### config.mk
export PLATFORM = sky130hd
export DESIGN_NAME = sim_net_packet_buffer
export DESIGN_NICKNAME = d
export VERILOG_FILES = /design/src/rtl/sim_net_packet_buffer.sv
export SDC_FILE = /design/constraint.sdc
export NUM_CORES = 2
export LEC_CHECK = 0
export ABC_CLOCK_PERIOD_IN_PS = 14250
export CAP_MARGIN = 0
export CORE_MARGIN = 4
export CORE_UTILIZATION = 54
export CTS_CLUSTER_SIZE = 12
export DETAILED_ROUTE_END_ITERATION = 12
export GPL_TIMING_DRIVEN = 1
export PLACE_DENSITY_LB_ADDON = 0.05
export SLEW_MARGIN = 20
export SYNTH_ARGS = -nofsm -noshare
export SYNTH_HDL_FRONTEND = slang
export SYNTH_MEMORY_MAX_BITS = 65536
export SYNTH_SLANG_ARGS = --single-unit
### constraint.sdc
create_clock -name clock -period 14.25 [get_ports clock]
set_input_delay 4.275 -clock clock [delete_from_list [all_inputs] [get_ports clock]]
set_output_delay 4.275 -clock clock [all_outputs]
set_load 0.01 [all_outputs]
### src/rtl/sim_net_packet_buffer.sv
// sim_net_packet_buffer: receive-side store-and-forward flit buffer.
// Inbound flits are written behind a tentative pointer and only become
// visible to the NIC side once the packet's last flit has arrived.
// A packet that cannot fit (flit storage or packet slots) is dropped whole.
//
// Handshake: a flit moves on a side in any cycle where valid && ready are both
// high at the rising clock edge. The inbound side is always ready out of reset
// and is never back-pressured. The outbound side holds out_valid/out_data/
// out_last stable until the flit is taken, and never withdraws out_valid in
// the middle of a packet because the whole packet is already resident.
module sim_net_packet_buffer #(
    parameter int DEPTH    = 64,
    parameter int MAX_PKTS = 8
) (
    input  logic                      clock,
    input  logic                      reset,
    input  logic                      in_valid,
    output logic                      in_ready,
    input  logic [63:0]               in_data,
    input  logic                      in_last,
    output logic                      out_valid,
    input  logic                      out_ready,
    output logic [63:0]               out_data,
    output logic                      out_last,
    output logic [31:0]               drop_count,
    output logic [$clog2(MAX_PKTS):0] pkt_count,
    output logic [1:0]                fsm_state
);

    localparam int AW = $clog2(DEPTH);
    localparam int PW = AW + 1;
    localparam int CW = $clog2(MAX_PKTS) + 1;

    typedef enum logic [1:0] {
        S_IDLE = 2'd0,
        S_RECV = 2'd1,
        S_DROP = 2'd2
    } state_t;

    state_t            state;
    state_t            next_state;

    // Pointers carry one extra wrap bit so full and empty are distinguishable.
    logic [PW-1:0]     rd_ptr;
    logic [PW-1:0]     wr_commit;
    logic [PW-1:0]     wr_tmp;
    logic [PW-1:0]     used;

    logic [64:0]       mem [DEPTH];

    logic              accept;
    logic              space_full;
    logic              slots_full;
    logic              out_fire;
    logic              pop_last;
    logic              wr_en;
    logic              do_commit;
    logic              do_drop;

    assign in_ready   = reset;
    assign accept     = in_valid && in_ready;

    // Occupancy counts committed and in-progress flits; registered pointers only.
    assign used       = wr_tmp - rd_ptr;
    assign space_full = (used == PW'(DEPTH));
    assign slots_full = (pkt_count == CW'(MAX_PKTS));

    assign out_valid  = (pkt_count != '0);
    assign out_data   = mem[rd_ptr[AW-1:0]][63:0];
    assign out_last   = mem[rd_ptr[AW-1:0]][64];
    assign out_fire   = out_valid && out_ready;
    assign pop_last   = out_fire && out_last;

    assign fsm_state  = state;

    // Decode what the accepted inbound flit does: write, commit, start or finish a drop.
    always_comb begin
        next_state = state;
        wr_en      = 1'b0;
        do_commit  = 1'b0;
        do_drop    = 1'b0;
        if (accept) begin
            case (state)
                S_IDLE: begin
                    if (slots_full || space_full) begin
                        // A one-flit packet that does not fit is dropped on the spot.
                        if (in_last) begin
                            do_drop = 1'b1;
                        end else begin
                            next_state = S_DROP;
                        end
                    end else begin
                        wr_en = 1'b1;
                        if (in_last) begin
                            do_commit = 1'b1;
                        end else begin
                            next_state = S_RECV;
                        end
                    end
                end
                S_RECV: begin
                    if (space_full) begin
                        if (in_last) begin
                            do_drop    = 1'b1;
                            next_state = S_IDLE;
                        end else begin
                            next_state = S_DROP;
                        end
                    end else begin
                        wr_en = 1'b1;
                        if (in_last) begin
                            do_commit  = 1'b1;
                            next_state = S_IDLE;
                        end
                    end
                end
                S_DROP: begin
                    if (in_last) begin
                        do_drop    = 1'b1;
                        next_state = S_IDLE;
                    end
                end
                default: begin
                    next_state = S_IDLE;
                end
            endcase
        end
    end

    // Flit storage; contents need no reset since out_valid gates their use.
    always_ff @(posedge clock) begin
        if (wr_en) begin
            mem[wr_tmp[AW-1:0]] <= {in_last, in_data};
        end
    end

    // Inbound state machine, pointers, packet count and drop counter.
    always_ff @(posedge clock) begin
        if (!reset) begin
            state      <= S_IDLE;
            rd_ptr     <= '0;
            wr_commit  <= '0;
            wr_tmp     <= '0;
            pkt_count  <= '0;
            drop_count <= '0;
        end else begin
            state <= next_state;

            if (wr_en) begin
                wr_tmp <= wr_tmp + PW'(1);
            end

            if (do_commit) begin
                wr_commit <= wr_tmp + PW'(1);
            end

            // A finished drop discards everything written since the last commit.
            if (do_drop) begin
                wr_tmp <= wr_commit;
                if (drop_count != '1) begin
                    drop_count <= drop_count + 32'd1;
                end
            end

            if (out_fire) begin
                rd_ptr <= rd_ptr + PW'(1);
            end

            // Commit and last-flit departure in the same cycle cancel out.
            case ({do_commit, pop_last})
                2'b10:   pkt_count <= pkt_count + CW'(1);
                2'b01:   pkt_count <= pkt_count - CW'(1);
                default: pkt_count <= pkt_count;
            endcase
        end
    end

endmodule

==> impl_metrics.ini <==
[outcome]
outcome = complete, no violations

[synth]
avgSynthCellArea_um2 = 25.4
seq_area_frac_synth = 0.786
synth_cell_types = 52
netlist_area_mm2 = 0.161
ys_seq_elements = 4225
synth-edff-count = 4160
yosys_warnings = 0
syn_nets = 6398
synthCells = 6316
synthFlopType = edfxtp_1
async_flop_share = 0

[floorplanning]
core_area_mm2 = 0.297
die_w_um = 553
fp-row-count = 200
dieArea_mm2 = 0.306
start_util = 0.542
die_height_um = 553
io_pins = 174

[clock_tree]
max-clock-path-buffers = 4
cts_hold_buf = 0
cts.clk_slew.worst_paths_ns = 0.06
worstSkewPairLatency_ns = 0.98
postCtsSetupBuffers = 0
cts.sinks = 4225
ctsHtreeMaxLevel = 5
cts_tree = yes
cts_resized = 0
clock_tree.root_cell = clkbuf_16
cts_inserted_buffers = 430

[placed_design]
dp_hpwl_mm = 218
place_congestion = 0.752
dpl_cell_area_mm2 = 0.168
place_ws_ns = 4.64
port_buffers = 173

[power]
p_switching_w = 0.00607
p_clk_frac = 0.384
pwr-share-seq = 0.513
p_comb_frac = 0.104
power.density_mw_per_mm2 = 149
p_leak_nw = 53.6
ir_worst_vdd_uv = 121
swShare = 0.224
finalPower_w = 0.0271
p_int_w = 0.0210

[setup_path]
worst-r2r-cell-count = 9
cp_num_buf_inv = 3
cp_max_fo = 37
critical_path_class = reg -> out
crit_top_cell = mux4_2
path_depth = 6
reg2reg_slack_ns = 7.91
setup.worst_path.start_class = flop
cp-end-kind = primary output
crit_family = buffers and inverters
rr_startpoint = wr_tmp[3]
rr_endpoint = mem[62][17]
slowest_delay_ns = 0.88
worst_path_max_delay_cell = dfxtp_4
crit_arrival_ns = 5.65
path_cells = buf_4 > buf_4 > mux4_2 > mux4_2 > mux4_2 > clkdlybuf4s50_1
required_ns = 9.97

[timing]
setup_viol = 0
slew_headroom = 0.201
worst_slew_pin_slew_ns = 1.20
hold_violations = 0
maxSlewViolCount = 0
rsz0062_at_grt = no
fmax_ghz = 0.101
setup_slack_ns = 4.32
tns_ns = 0
period_share = 0.696
fin_skew_ns = 0.0467
period_needed_ns = 9.93

[min_path]
hold_depth = 2
min-delay-start = wr_commit[0]
hold_class = reg -> reg
whs_endpoint = wr_commit[0]

[grt]
grtUsageTotal = 0.272
grt_pass1_wl_mm = 584
grt_max_degree = 123
first_global_vias = 74700
grt_remaining_overflow = 0
antenna_found_initial = 23

[cells_and_area]
mostFrequentLayoutCells = 4160 x edfxtp_1, 1364 x mux4_2, 437 x clkbuf_16
drive_gt1_frac = 0.311
final_area_mm2 = 0.181
syn_to_final_growth_pct = 12.7
final_common_cell = edfxtp_1
fillers = 20300
layout.nets = 6897

[route]
drtAntennaViolNets = 0
totalWireLength_mm = 415
wl_per_cell_um = 37.5
drc = 0
viasPerCell = 6.65
drtIter0Drc = 9203
first_pass_iters = 5
vias = 73600

[job]
maxCapViolations = 0
==> how the worst max path moves through the flow <==
stage / end / slack, ns
floorplan: in_ready / 5.58
global placement: in_ready / 4.62
detailed placement: mem[62][3] / 4.64
CTS: out_data[44] / 4.12
global route: out_data[53] / 3.95
finish: out_data[53] / 4.32
==> per-stage QoR <==
stage / std cells / util / hold WS (ns)
after floorplan: 6316 / - / 0.433
after global placement: 10300 / 0.567 / 0.461
after detailed placement: 10300 / 0.567 / 0.464
after CTS: 11000 / 0.610 / 0.473
after global routing: 11100 / 0.611 / 0.491
final: 11100 / 0.611 / 0.471
==> routing by layer <==
metal / routed length, µm / vias up / part of all wire / track usage
met5: 39 / - / 0.000094 / 0
met4: 9710 / 6 / 0.023 / 0.0648
met3: 30700 / 553 / 0.074 / 0.0420
met2: 205000 / 3227 / 0.49 / 0.435
met1: 170000 / 41200 / 0.41 / 0.403
li1: - / 28600 / - / -
==> power groups by stage <==
stage,combinational [W],clock (W),sequential (W)
after floorplan,0.00188,0,0.0141
after global placement,0.00284,0,0.0141
after detailed placement,0.00287,0,0.0141
after CTS,0.00288,0.0106,0.0139
after global routing,0.00300,0.0111,0.0139
final,0.00281,0.0104,0.0139
==> logic make-up (layout without fill, tap and decap cells) <==
group                      Yosys count  after routing  share of synthesized area
AOI/OAI and AO/OA                   54             54                    0.00224
xor gates and xnor gates            36             36                    0.00196
adders and majority gates           13             13                    0.00106
buffers and inverters              349           1148                    0.00933
DFF                               4225           4225                      0.786
muxes                             1377           1377                      0.192
other                                0              9                          0
and+or+nand+nor                    262            262                    0.00779
==> synth_stat cells (all sizes together), types with 2 or more instances <==
| cell | count | area share |
|---|---|---|
| nand2b | 10 | 0.00039 |
| nand4 | 13 | 0.00051 |
| a2111oi | 2 | 0.00011 |
| or3 | 4 | 0.00016 |
| a211oi | 6 | 0.00028 |
| nand3b | 6 | 0.00028 |
| nand2 | 41 | 0.00097 |
| o31ai | 4 | 0.00027 |
| o21ai | 11 | 0.00034 |
| nor2 | 115 | 0.0027 |
| a21oi | 20 | 0.00062 |
| dfxtp | 65 | 0.0081 |
| clkbuf | 178 | 0.0042 |
| nor4 | 5 | 0.00031 |
| buf | 149 | 0.0047 |
| edfxtp | 4160 | 0.78 |
| ha | 12 | 0.00093 |
| nor2b | 4 | 0.00016 |
| and3 | 9 | 0.00035 |
| or4 | 3 | 0.00014 |
| nor3 | 16 | 0.00053 |
| mux4 | 1364 | 0.19 |
| xnor2 | 26 | 0.0014 |
| and4 | 2 | 0.00011 |
| a21o | 2 | 0.000093 |
| xor2 | 10 | 0.00055 |
| and2 | 4 | 0.00016 |
| mux2i | 13 | 0.00081 |
| nand3 | 25 | 0.00081 |
| inv | 21 | 0.00049 |
| nor3b | 3 | 0.00014 |
==> tightest hold or removal path, delay by kind of cell (launching register included) <==
kind	cells	cell delay [ns]
DFF	1	0.32
muxes	1	0.05
and+or+nand+nor	1	0.05
==> layout make-up <==
type	count	area [µm²]	share of cell area
well taps	3939	4930	0.0272
clock inverters	169	1280	0.00709
repair buffers	394	3670	0.0203
inverters	22	82.6	0.000456
clock buffers	563	11400	0.0630
multi-input cells	1742	33400	0.185
flip-flops and latches	4225	126000	0.697
diodes	9	22.5	0.000124
==> registers in the layout (all words and copies together), names as in the netlist, named ones only <==
signal / flops
fsm_state: 2
wr_tmp: 7
mem: 4160
rd_ptr: 7
drop_count: 32
wr_commit: 7
pkt_count: 4
No activity file was read; power rests on OpenSTA's default activity.
